## config.mk

```make
export PLATFORM = sky130hd
export DESIGN_NAME = modulo_varredura_matriz
export DESIGN_NICKNAME = d
export VERILOG_FILES = /design/src/rtl/modulo_varredura_matriz.sv
export SDC_FILE = /design/constraint.sdc
export NUM_CORES = 1
export LEC_CHECK = 0
export BUFFER_PORTS_ARGS = -buffer_cell sky130_fd_sc_hd__buf_2
export CAP_MARGIN = 25
export CORE_MARGIN = 5
export CORE_UTILIZATION = 55
export DETAILED_ROUTE_END_ITERATION = 6
export PLACE_DENSITY_LB_ADDON = 0.05
export SLEW_MARGIN = 30
export SYNTH_ARGS = -nofsm -noshare
export SYNTH_HDL_FRONTEND = slang
export SYNTH_SLANG_ARGS = --single-unit
```

## constraint.sdc

```tcl
create_clock -name clk -period 2.2 [get_ports clk]
set_input_delay 0.22 -clock clk [delete_from_list [all_inputs] [get_ports clk]]
set_output_delay 0.22 -clock clk [all_outputs]
set_load 0.1 [all_outputs]
```

## src/rtl/modulo_varredura_matriz.sv

```systemverilog
// modulo_varredura_matriz
// Column-scan driver for a 5x7 LED matrix. A prescaler sets the column
// dwell time; the pattern select is latched only at frame wrap so a
// pattern change never tears mid-frame. Outputs are registered.
// Optional build macro: SAIDA_ATIVA_BAIXA_EN inverts col/lin (active-low
// drive for common-anode/sinking drivers); fim_quadro is never inverted.
module modulo_varredura_matriz #(
    parameter int N_COL = 5,
    parameter int N_LIN = 7,
    parameter int DIV   = 50000
) (
    input  logic             clk,
    input  logic             rst,
    input  logic             en,
    input  logic [1:0]       sel_m,
    output logic [N_COL-1:0] col,
    output logic [N_LIN-1:0] lin,
    output logic             fim_quadro
);

    localparam int PW = (DIV > 1) ? $clog2(DIV) : 1;
    localparam int IW = (N_COL > 1) ? $clog2(N_COL) : 1;

    localparam logic [PW-1:0] PRESC_LAST = PW'(DIV - 1);
    localparam logic [IW-1:0] IDX_LAST   = IW'(N_COL - 1);

`ifdef SAIDA_ATIVA_BAIXA_EN
    localparam logic [N_COL-1:0] COL_IDLE = '1;
    localparam logic [N_LIN-1:0] LIN_IDLE = '1;
`else
    localparam logic [N_COL-1:0] COL_IDLE = '0;
    localparam logic [N_LIN-1:0] LIN_IDLE = '0;
`endif

    logic [PW-1:0]    presc_q, presc_d;
    logic [IW-1:0]    idx_q, idx_d;
    logic [1:0]       sel_lat_q, sel_lat_d;
    logic [N_COL-1:0] col_q, col_d;
    logic [N_LIN-1:0] lin_q, lin_d;
    logic             fim_quadro_q, fim_quadro_d;

    logic tick;
    logic wrap;

    // 7-row glyph for one column of the selected pattern (bit 0 = top row)
    function automatic logic [6:0] rom_col(input logic [1:0] sel, input logic [IW-1:0] idx);
        logic [6:0] v;
        v = '0;
        unique case (sel)
            2'b00: v = 7'h00;
            2'b01: begin
                if (idx == IW'(0) || idx == IW'(4))      v = 7'h41;
                else if (idx == IW'(1) || idx == IW'(3)) v = 7'h22;
                else if (idx == IW'(2))                  v = 7'h1C;
                else                                     v = 7'h00;
            end
            2'b10: begin
                if (idx == IW'(0) || idx == IW'(4))      v = 7'h7F;
                else if (idx == IW'(1) || idx == IW'(2) || idx == IW'(3))
                                                         v = 7'h41;
                else                                     v = 7'h00;
            end
            2'b11: begin
                if (idx <= IW'(4))                       v = 7'h7F;
                else                                     v = 7'h00;
            end
            default: v = 7'h00;
        endcase
        return v;
    endfunction

    // Dwell tick and frame wrap strobes
    always_comb begin
        tick = en && (presc_q == PRESC_LAST);
        wrap = tick && (idx_q == IDX_LAST);
    end

    // Scan state: prescaler, column index, frame-latched select
    always_comb begin
        presc_d   = presc_q;
        idx_d     = idx_q;
        sel_lat_d = sel_lat_q;
        if (en) begin
            if (tick) begin
                presc_d = '0;
                if (wrap) begin
                    idx_d     = '0;
                    sel_lat_d = sel_m;
                end else begin
                    idx_d = idx_q + IW'(1);
                end
            end else begin
                presc_d = presc_q + PW'(1);
            end
        end
    end

    // Output drive computed from current state (1-cycle registered latency)
    always_comb begin
        logic [N_COL-1:0] col_raw;
        logic [N_LIN-1:0] lin_raw;
        logic [6:0]       glyph;
        col_raw      = '0;
        lin_raw      = '0;
        glyph        = rom_col(sel_lat_q, idx_q);
        col_d        = COL_IDLE;
        lin_d        = LIN_IDLE;
        fim_quadro_d = 1'b0;
        if (en) begin
            col_raw = N_COL'(1) << idx_q;
            for (int unsigned b = 0; b < N_LIN; b++) begin
                if (b < 7) lin_raw[b] = glyph[b];
            end
`ifdef SAIDA_ATIVA_BAIXA_EN
            col_d = ~col_raw;
            lin_d = ~lin_raw;
`else
            col_d = col_raw;
            lin_d = lin_raw;
`endif
            fim_quadro_d = wrap;
        end
    end

    // State and output registers, synchronous active-high reset
    always_ff @(posedge clk) begin
        if (rst) begin
            presc_q      <= '0;
            idx_q        <= '0;
            sel_lat_q    <= 2'b00;
            col_q        <= COL_IDLE;
            lin_q        <= LIN_IDLE;
            fim_quadro_q <= 1'b0;
        end else begin
            presc_q      <= presc_d;
            idx_q        <= idx_d;
            sel_lat_q    <= sel_lat_d;
            col_q        <= col_d;
            lin_q        <= lin_d;
            fim_quadro_q <= fim_quadro_d;
        end
    end

    assign col        = col_q;
    assign lin        = lin_q;
    assign fim_quadro = fim_quadro_q;

endmodule

```

==> results_dict.tcl, run 1 <==
set metrics [dict create \
    final_cell_area_mm2 0.00152 \
    vias 1067 \
    port_buffers 17 \
    dp.final_hpwl_mm 1.83 \
    setup_slack_ns 0.352 \
    tightest_slew_ns 0.492 \
    status "complete, no violations" \
    clock_latency_ns 0.31 \
    hp-class "in -> reg" \
    drc 0 \
    crit_family "simple AND/OR/NAND/NOR gates" \
    ys_async_sr_fraction 0 \
    start_util 0.575 \
    fp-row-count 18 \
    postPlaceCellArea_mm2 0.00148 \
    rsz0062_at_grt "no" \
    drv_slew 0 \
    dieArea_mm2 0.00371 \
    maxCapViolations 0 \
    reg2reg_to "presc_q[11]" \
    wl_per_cell_um 12.5 \
    finalPower_mw 0.867 \
    cts_hold_buf 0 \
    hp-start "sel_m[1]" \
    final_hold_viol_count 0 \
    whs_path_depth 3 \
    cts_max_level 2 \
    cp_slowest_stage_delay_ns 0.47 \
    cp-start-kind "register" \
    dieHeight_um 60.9 \
    fmax_mhz 541 \
    crit_fanout 13 \
    r2r-start "presc_q[0]" \
    gp_congestion 0.848 \
    instances_no_fill 197 \
    coreArea_mm2 0.00248 \
    power_density_mw_per_mm2 569 \
    ys_warn_count 0 \
    die_width_um 60.9 \
    synthesis.area_mm2 0.00142 \
    crit_path_end_kind "register" \
    path_cells "ha_1 -> and4_1 -> nand4_4 -> or2b_1 -> nor2_1" \
    grt.total_usage 0.155 \
    clkTransAtPathRegs_ns 0.08 \
    overflow 0 \
    synth_edf_count 0 \
    synth_area_per_cell_um2 9.25 \
    rrSetupSlack_ns 0.35 \
    ys_seq_elements 30 \
    post-route-util 0.615 \
    whs_ns 0.159 \
    critPathSlowestCell "or2b_1" \
    finClkSkew_ns 0.00270 \
    p_leak_nw 0.557 \
    grt_max_degree 14 \
    yosysSeqAreaShare 0.422 \
    cts_sinks 30 \
    via_per_inst 5.42 \
    n_antenna_cell 0 \
    layout-drive-gt1-share 0.156 \
    synth_fp_nets 166 \
    path_depth 5 \
    cp.arrival_ns 2.04 \
    critPathKind "reg -> reg" \
    drt_wl_total_mm 2.47 \
    grt_pass1_vias 976 \
    cp_data_required_time_ns 2.39 \
    dp_cells 190 \
    cts_setup_buffers 0 \
    synth.distinct_cells 32 \
    syn_to_final_growth_pct 7.03 \
    dr.first_iter.drc_count 30 \
    ys.flop_type "dfxtp_1" \
    fin_nets 179 \
    cts_tree "done" \
    grt_pass1_wl_mm 4.26 \
    cts_buffers 5 \
    synthCells 154 \
    grt_antenna_before_repair 0 \
    post-route-min-period_ns 1.85 \
    ant_nets 0 \
    root_buffer "clkbuf_4" \
    setup-violations-final 0 \
    place_ws_ns 0.354 \
    firstDrtPassIters 4 \
    crit_buf_inv 0 \
    hold_end "sel_lat_q[1]" \
    clk_path_buf_depth 2 \
    r2r_cells 5 \
    finalSetupTns_ns 0 \
    vdd_drop_max_mv 0.475 \
    n_fill_cell 225 \
    post-route-period-util 0.840 \
    ios 18 \
    cts_resized 0 \
    maxSlewHeadroom 0.675 \
]
-- layout make-up --
cell class	count	area, um2	area share
Multi-Input combinational cell	108	737	0.484
Sequential cell	30	601	0.394
Timing Repair Buffer	17	85.1	0.0558
Clock buffer	7	45.0	0.0296
Tap cell	30	37.5	0.0246
Inverter	5	18.8	0.0123
-- cell usage after synthesis (5+ instances only) --
cell      count  area, um2
dfxtp_1      30        601
nor2_1       19       71.3
xnor2_1      12        105
nand2_1      10       37.5
nor4_1       10       62.6
a21oi_1       8       40.0
ha_1          7       87.6
nand2b_1      7       43.8
nand4_1       6       37.5
inv_1         5       18.8
-- placed cells by master, fill, tap and decap left out, types with 5 or more instances in the layout --
master / instances
clkbuf_4: 5
nor4_1: 10
nand4_1: 6
inv_1: 5
ha_1: 7
nand2b_1: 7
a21oi_1: 8
dfxtp_1: 30
buf_2: 17
nand2_1: 10
nor2_1: 19
xnor2_1: 12
-- flip-flops by register name, indices dropped and copies added, names as in the netlist --
register    cells
presc_q        16
lin             3
sel_lat_q       2
fim_quadro      1
idx_q           3
col             5
-- metal layers --
metal,part of all wire,global-route usage
met5,0,0
met4,0.0097,0.0557
met3,0.076,0.0596
met2,0.41,0.224
met1,0.51,0.209
-- power by group --
group | internal, mW | total [mW] | switching, mW
clock | 0.120 | 0.284 | 0.163
combinational | 0.0106 | 0.0328 | 0.0223
sequential | 0.546 | 0.550 | 0.00401
-- worst max path at each step --
stage / slack, ns / endpoint / from
global route: 0.13 / presc_q[12] / presc_q[0]
detailed placement: 0.35 / presc_q[11] / presc_q[0]
global placement: 0.43 / presc_q[3] / presc_q[0]
finish: 0.35 / presc_q[11] / presc_q[0]
CTS: 0.34 / presc_q[11] / presc_q[0]
floorplan: 0.59 / presc_q[11] / presc_q[0]
-- tightest hold or removal path, delay by kind of cell --
family,cells,cell delay (ns)
buffers and inverters,1,0.09
multiplexers,1,0.06
AND/OR/NAND/NOR,1,0.05
-- cell families after synthesis --
logic type	count (synthesis)	synth area share
AOI/OAI and AO/OA	12	0.0510
xor gates and xnor gates	14	0.0861
adders and majority gates	7	0.0615
buffers and inverters	16	0.0606
DFF	30	0.422
muxes	3	0.0211
and+or+nand+nor	72	0.298
(Power assumes the default switching activity.)
==> inputs of run 2 (changes only) <==
==> constraint.sdc (replaced) <==
create_clock -name clk -period 1.9 [get_ports clk]
set_input_delay 0.19 -clock clk [delete_from_list [all_inputs] [get_ports clk]]
set_output_delay 0.19 -clock clk [all_outputs]
set_load 0.1 [all_outputs]
==> run 2 against run 1 <==
  * Die area unchanged
  * Clock skew up 0.0076 ns
  * Fmax grew 11%
  * Sequential power rose by 15%
  * Count of clock-buffer cells in the layout is the same
  * Largest power group unchanged
==> results_dict.tcl, run 2 (synthesized netlist as in run 1, its figures left out) <==
set metrics [dict create \
    p_int_mw 0.791 \
    seqPwrFrac 0.622 \
    finClkSkew_ns 0.0103 \
    ios 18 \
    post-route-min-period_ns 1.66 \
    dr.first_iter.drc_count 20 \
    power_switching_share 0.225 \
    cp_data_required_time_ns 2.17 \
    setup-violations-final 0 \
    wl_per_cell_um 12.2 \
    hold_end "sel_lat_q[1]" \
    overflow 0 \
    cts_setup_buffers 0 \
    root_buffer "clkbuf_4" \
    rrSetupSlack_ns 0.24 \
    coreArea_mm2 0.00248 \
    switchingPower_mw 0.229 \
    largest_reg_flops 16 \
    cts_max_level 2 \
    cp-start-kind "register" \
    layout-drive-gt1-share 0.171 \
    grt_pass1_vias 980 \
    maxCapViolations 0 \
    dieHeight_um 60.9 \
    grtUsageMet1 0.210 \
    start_util 0.575 \
    p_leak_nw 0.577 \
    final_hold_viol_count 0 \
    maxSlewHeadroom 0.676 \
    grt_antenna_before_repair 0 \
    cts_sinks 30 \
    seq_area_um2 601 \
    crit_path_end_kind "register" \
    grt_pass1_wl_mm 4.31 \
    post-route-period-util 0.872 \
    fin_nets 182 \
    ant_nets 0 \
    top_register "presc_q" \
    cts_tree "done" \
    finalPower_mw 1.02 \
    grt.total_usage 0.162 \
    busiest_layer "met2" \
    port_buffers 17 \
    final_common_cell "dfxtp_1" \
    dieArea_mm2 0.00371 \
    fmax_mhz 603 \
    met3_usage 0.0723 \
    clk_path_buf_depth 2 \
    worstSetupStartpoint "presc_q[0]" \
    cp_slowest_stage_delay_ns 0.38 \
    grt.met2_usage 0.223 \
    critPathSlowestCell "or3b_1" \
    p_comb_frac 0.050 \
    clockPowerShare 0.329 \
    cts_buffers 5 \
    via_per_inst 5.30 \
    instances_no_fill 200 \
    path_cells "ha_1 -> and4_1 -> nand4_4 -> or3b_1 -> a21oi_1" \
    reg2reg_to "idx_q[2]" \
    grt_max_degree 14 \
    vdd_drop_max_mv 0.505 \
    whs_ns 0.105 \
    drt_wl_total_mm 2.45 \
    drv_slew 0 \
    clock_latency_ns 0.34 \
    finalSetupTns_ns 0 \
    gp_congestion 0.842 \
    postPlaceCellArea_mm2 0.00151 \
    syn_to_final_growth_pct 9.49 \
    cts_resized 0 \
    whs_path_depth 3 \
    crit_fanout 10 \
    power_density_mw_per_mm2 655 \
    critPathKind "reg -> reg" \
    dp_cells 193 \
    rsz0062_at_grt "no" \
    r2r-start "presc_q[0]" \
    tightest_slew_ns 0.489 \
    clkTransAtPathRegs_ns 0.08 \
    n_antenna_cell 0 \
    r2r_cells 5 \
    final_cell_area_mm2 0.00156 \
    die_width_um 60.9 \
    cts_hold_buf 0 \
    hp-class "in -> reg" \
    dp.final_hpwl_mm 1.80 \
    drc 0 \
    n_fill_cell 228 \
    multi_input_area_um2 737 \
    hp-start "sel_m[1]" \
    cp.arrival_ns 1.93 \
    fp-row-count 18 \
    layout_common_cells "dfxtp_1, nor2_1, buf_2" \
    firstDrtPassIters 4 \
    vias 1060 \
    status "complete, no violations" \
]
[run 2: cell count changes in the layout (fill, tap and decap cells not counted), sizes merged]
cell / before / now
buf: 17 / 20
[run 2: worst max path at each step]
stage	cells after the start	endpoint	slack, ns
floorplan	6	presc_q[11]	0.29
global placement	4	presc_q[9]	0.32
detailed placement	5	idx_q[2]	0.25
CTS	5	idx_q[2]	0.24
global route	4	presc_q[9]	0.09
finish	5	idx_q[2]	0.24
[run 2: metal layers]
metal  share of wire  vias up  wire [um]
met1            0.52      466       1270
li1                -      562          -
met2            0.38       24        926
met3           0.076        8        186
met5               0        -          0
met4           0.025        0         60
[run 2: critical path, delay by kind of cell (launching register included)]
kind	cells	cell delay, ns
adders and majority gates	1	0.24
AOI/OAI and AO/OA	1	0.14
DFF	1	0.34
and+or+nand+nor	3	0.87
[run 2: power groups by stage]
stage / Clock [mW] / Combinational (mW) / Sequential (mW)
after floorplan: 0 / 0.0226 / 0.659
after global placement: 0 / 0.0503 / 0.649
after detailed placement: 0 / 0.0507 / 0.649
after CTS: 0.351 / 0.0510 / 0.635
after global routing: 0.388 / 0.0560 / 0.635
final: 0.335 / 0.0508 / 0.634
[run 2: area by class of cell]
type | instances | area share
clock buffer | 7 | 0.0289
tap | 30 | 0.0241
timing repair buffer | 20 | 0.0770
inverter | 5 | 0.0120
multi-input combinational | 108 | 0.473
sequential | 30 | 0.385
[run 2: metrics by stage]
step                utilization  setup slack, ns
CTS                       0.629            0.240
detailed placement        0.611            0.249
finish                    0.629            0.242
floorplan                     -            0.290
global route              0.629           0.0930
global placement          0.611            0.319
==> inputs of run 3 (changes only) <==
--- a/config.mk
+++ b/config.mk
@@ -5,6 +5,7 @@
 export SDC_FILE = /design/constraint.sdc
 export NUM_CORES = 1
 export LEC_CHECK = 0
+export ABC_AREA = 1
 export BUFFER_PORTS_ARGS = -buffer_cell sky130_fd_sc_hd__buf_2
 export CAP_MARGIN = 25
 export CORE_MARGIN = 5
==> constraint.sdc (replaced) <==
create_clock -name clk -period 1.8 [get_ports clk]
set_input_delay 0.18 -clock clk [delete_from_list [all_inputs] [get_ports clk]]
set_output_delay 0.18 -clock clk [all_outputs]
set_load 0.1 [all_outputs]
==> run 3 against run 2 <==
  * Final cell count rose by 32%
  * Global-route usage decreased by 0.64 points
  * Critical endpoint is now presc_q[0]
  * Combinational power is 2% higher
  * Largest cell class unchanged
  * Critical path type unchanged
==> results_dict.tcl, run 3 <==
set metrics [dict create \
    status "complete, no violations" \
    power_switching_share 0.231 \
    finClkSkew_ns 0.00797 \
    synth.distinct_cells 26 \
    post-route-util 0.620 \
    yosysMostFrequentCell "nand2_1" \
    grt_pass1_vias 1206 \
    power_density_mw_per_mm2 670 \
    fin_nets 243 \
    drv_slew 0 \
    whs_ns 0.0697 \
    ys.flop_type "dfxtp_1" \
    syn_to_final_growth_pct 8.92 \
    cts_resized 0 \
    cts_sinks 30 \
    fp-row-count 19 \
    ios 18 \
    final_hold_viol_count 0 \
    critPathKind "reg -> reg" \
    fmax_mhz 666 \
    grt_antenna_before_repair 0 \
    yosysSeqAreaShare 0.386 \
    maxSlewHeadroom 0.676 \
    ant_nets 0 \
    synthesis.area_mm2 0.00156 \
    firstDrtPassIters 4 \
    dieHeight_um 63.2 \
    hp-class "in -> reg" \
    cts_max_level 2 \
    synthCells 213 \
    yosys.area.top_type "dfxtp_1" \
    finalSetupTns_ns 0 \
    tightest_slew_ns 0.489 \
    cts_setup_buffers 0 \
    wl_per_cell_um 11.0 \
    ys_warn_count 0 \
    cp_data_required_time_ns 2.02 \
    cts_buffers 5 \
    synthTopCellsByCount "nand2_1, nor2_1, dfxtp_1" \
    layout-drive-gt1-share 0.190 \
    clockPowerShare 0.362 \
    top_register "presc_q" \
    port_buffers 17 \
    cts_tree "done" \
    hold_end "sel_lat_q[0]" \
    vias 1343 \
    vdd_drop_max_mv 0.595 \
    setup-violations-final 0 \
    synthTopCellsByArea "dfxtp_1, nand2_1, nor2_1" \
    dp.final_hpwl_mm 2.29 \
    drt_wl_total_mm 2.89 \
    layout_common_cells "nand2_1, nor2_1, dfxtp_1" \
    crit_path_end_kind "register" \
    synth_area_per_cell_um2 7.31 \
    p_leak_nw 0.773 \
    coreArea_mm2 0.00273 \
    grt_max_degree 10 \
    reg2reg_to "presc_q[0]" \
    crit_fanout 7 \
    r2r-start "presc_q[6]" \
    synth_top_cell_area_share 0.386 \
    cts_hold_buf 0 \
    root_buffer "clkbuf_4" \
    grt.total_usage 0.156 \
    whs_path_depth 3 \
    p_comb_frac 0.046 \
    ys_seq_elements 30 \
    final_common_cell "nand2_1" \
    finalPower_mw 1.14 \
    dr.first_iter.drc_count 57 \
    setup_slack_ns 0.299 \
    post-route-min-period_ns 1.50 \
    r2r_cells 8 \
    post-route-period-util 0.834 \
    switchingPower_mw 0.263 \
    cp.arrival_ns 1.73 \
    p_int_mw 0.873 \
    overflow 0 \
    rrSetupSlack_ns 0.30 \
    grt_pass1_wl_mm 4.99 \
    cp-start-kind "register" \
    rsz0062_at_grt "no" \
    gp_congestion 0.858 \
    hp-start "sel_m[0]" \
    die_width_um 63.2 \
    largest_reg_flops 16 \
    drc 0 \
    synth_edf_count 0 \
    n_antenna_cell 0 \
    maxCapViolations 0 \
    synth_fp_nets 225 \
    seqPwrFrac 0.592 \
    start_util 0.569 \
    place_ws_ns 0.314 \
    ys_async_sr_fraction 0 \
    clock_latency_ns 0.33 \
    dieArea_mm2 0.00399 \
    clk_path_buf_depth 2 \
    clkTransAtPathRegs_ns 0.09 \
    via_per_inst 5.11 \
]
==> run 3: cell types whose count changed after synthesis, sizes merged, moves of 3 or more <==
cell and delta:
clkbuf -3, inv +24, mux2i -3, nand2 +30, nand2b -7, nand3 +14, nor2 +21, nor3 +8
nor4 -10, o21ai +8, xnor2 -12
==> run 3: cells by family after synthesis <==
group                      share of synthesized area
and+or+nand+nor                                0.371
buffers and inverters                          0.109
DFF                                            0.386
AOI/OAI and AO/OA                             0.0619
adders and majority gates                     0.0563
xor gates and xnor gates                      0.0169
==> run 3: critical path, stage by stage (launching register included) <==
cell,delay [ns]
dfxtp_1,0.47
inv_2,0.05
nor2_1,0.11
nand2_1,0.06
nor2_1,0.14
nand3_1,0.13
nand2_1,0.20
buf_4,0.19
o21ai_2,0.05
==> run 3: worst max-delay path by stage <==
stage,from,to,slack [ns],cells past startpoint
2_1_floorplan,lin[4],lin[3],0.25,1
3_3_place_gp,presc_q[0],presc_q[0],0.38,7
3_5_place_dp,presc_q[0],presc_q[1],0.31,7
4_1_cts,presc_q[0],presc_q[1],0.30,7
5_1_grt,presc_q[6],presc_q[4],0.09,8
6_report,presc_q[6],presc_q[0],0.30,8
==> run 3: power groups by stage <==
stage / logic, mW / clock network, mW / registers (mW)
6_report: 0.0520 / 0.412 / 0.673
5_1_grt: 0.0573 / 0.463 / 0.674
4_1_cts: 0.0527 / 0.429 / 0.673
3_5_place_dp: 0.0525 / 0 / 0.688
3_3_place_gp: 0.0512 / 0 / 0.688
2_1_floorplan: 0.0321 / 0 / 0.697
==> run 3: area by class of cell <==
cell class                      count  area [um2]
Fill cell                         254        1040
Multi-Input combinational cell    146         787
Sequential cell                    30         601
Inverter                           29         109
Timing Repair Buffer               19         100
Clock buffer                        7        55.1
Tap cell                           31        38.8
Clock inverter                      1        5.00
==> run 3: per-layer routing <==
metal	routed length, um	part of all wire	GRT usage
met4	40	0.014	0.0675
met5	0	0	0
met2	1430	0.50	0.271
met1	1240	0.43	0.168
met3	175	0.061	0.0586
==> run 3: through the flow <==
stage          cell area (um2)  cells
2_1_floorplan             1560    213
3_3_place_gp              1640    255
3_5_place_dp              1640    255
4_1_cts                   1700    263
5_1_grt                   1700    263
6_report                  1700    263
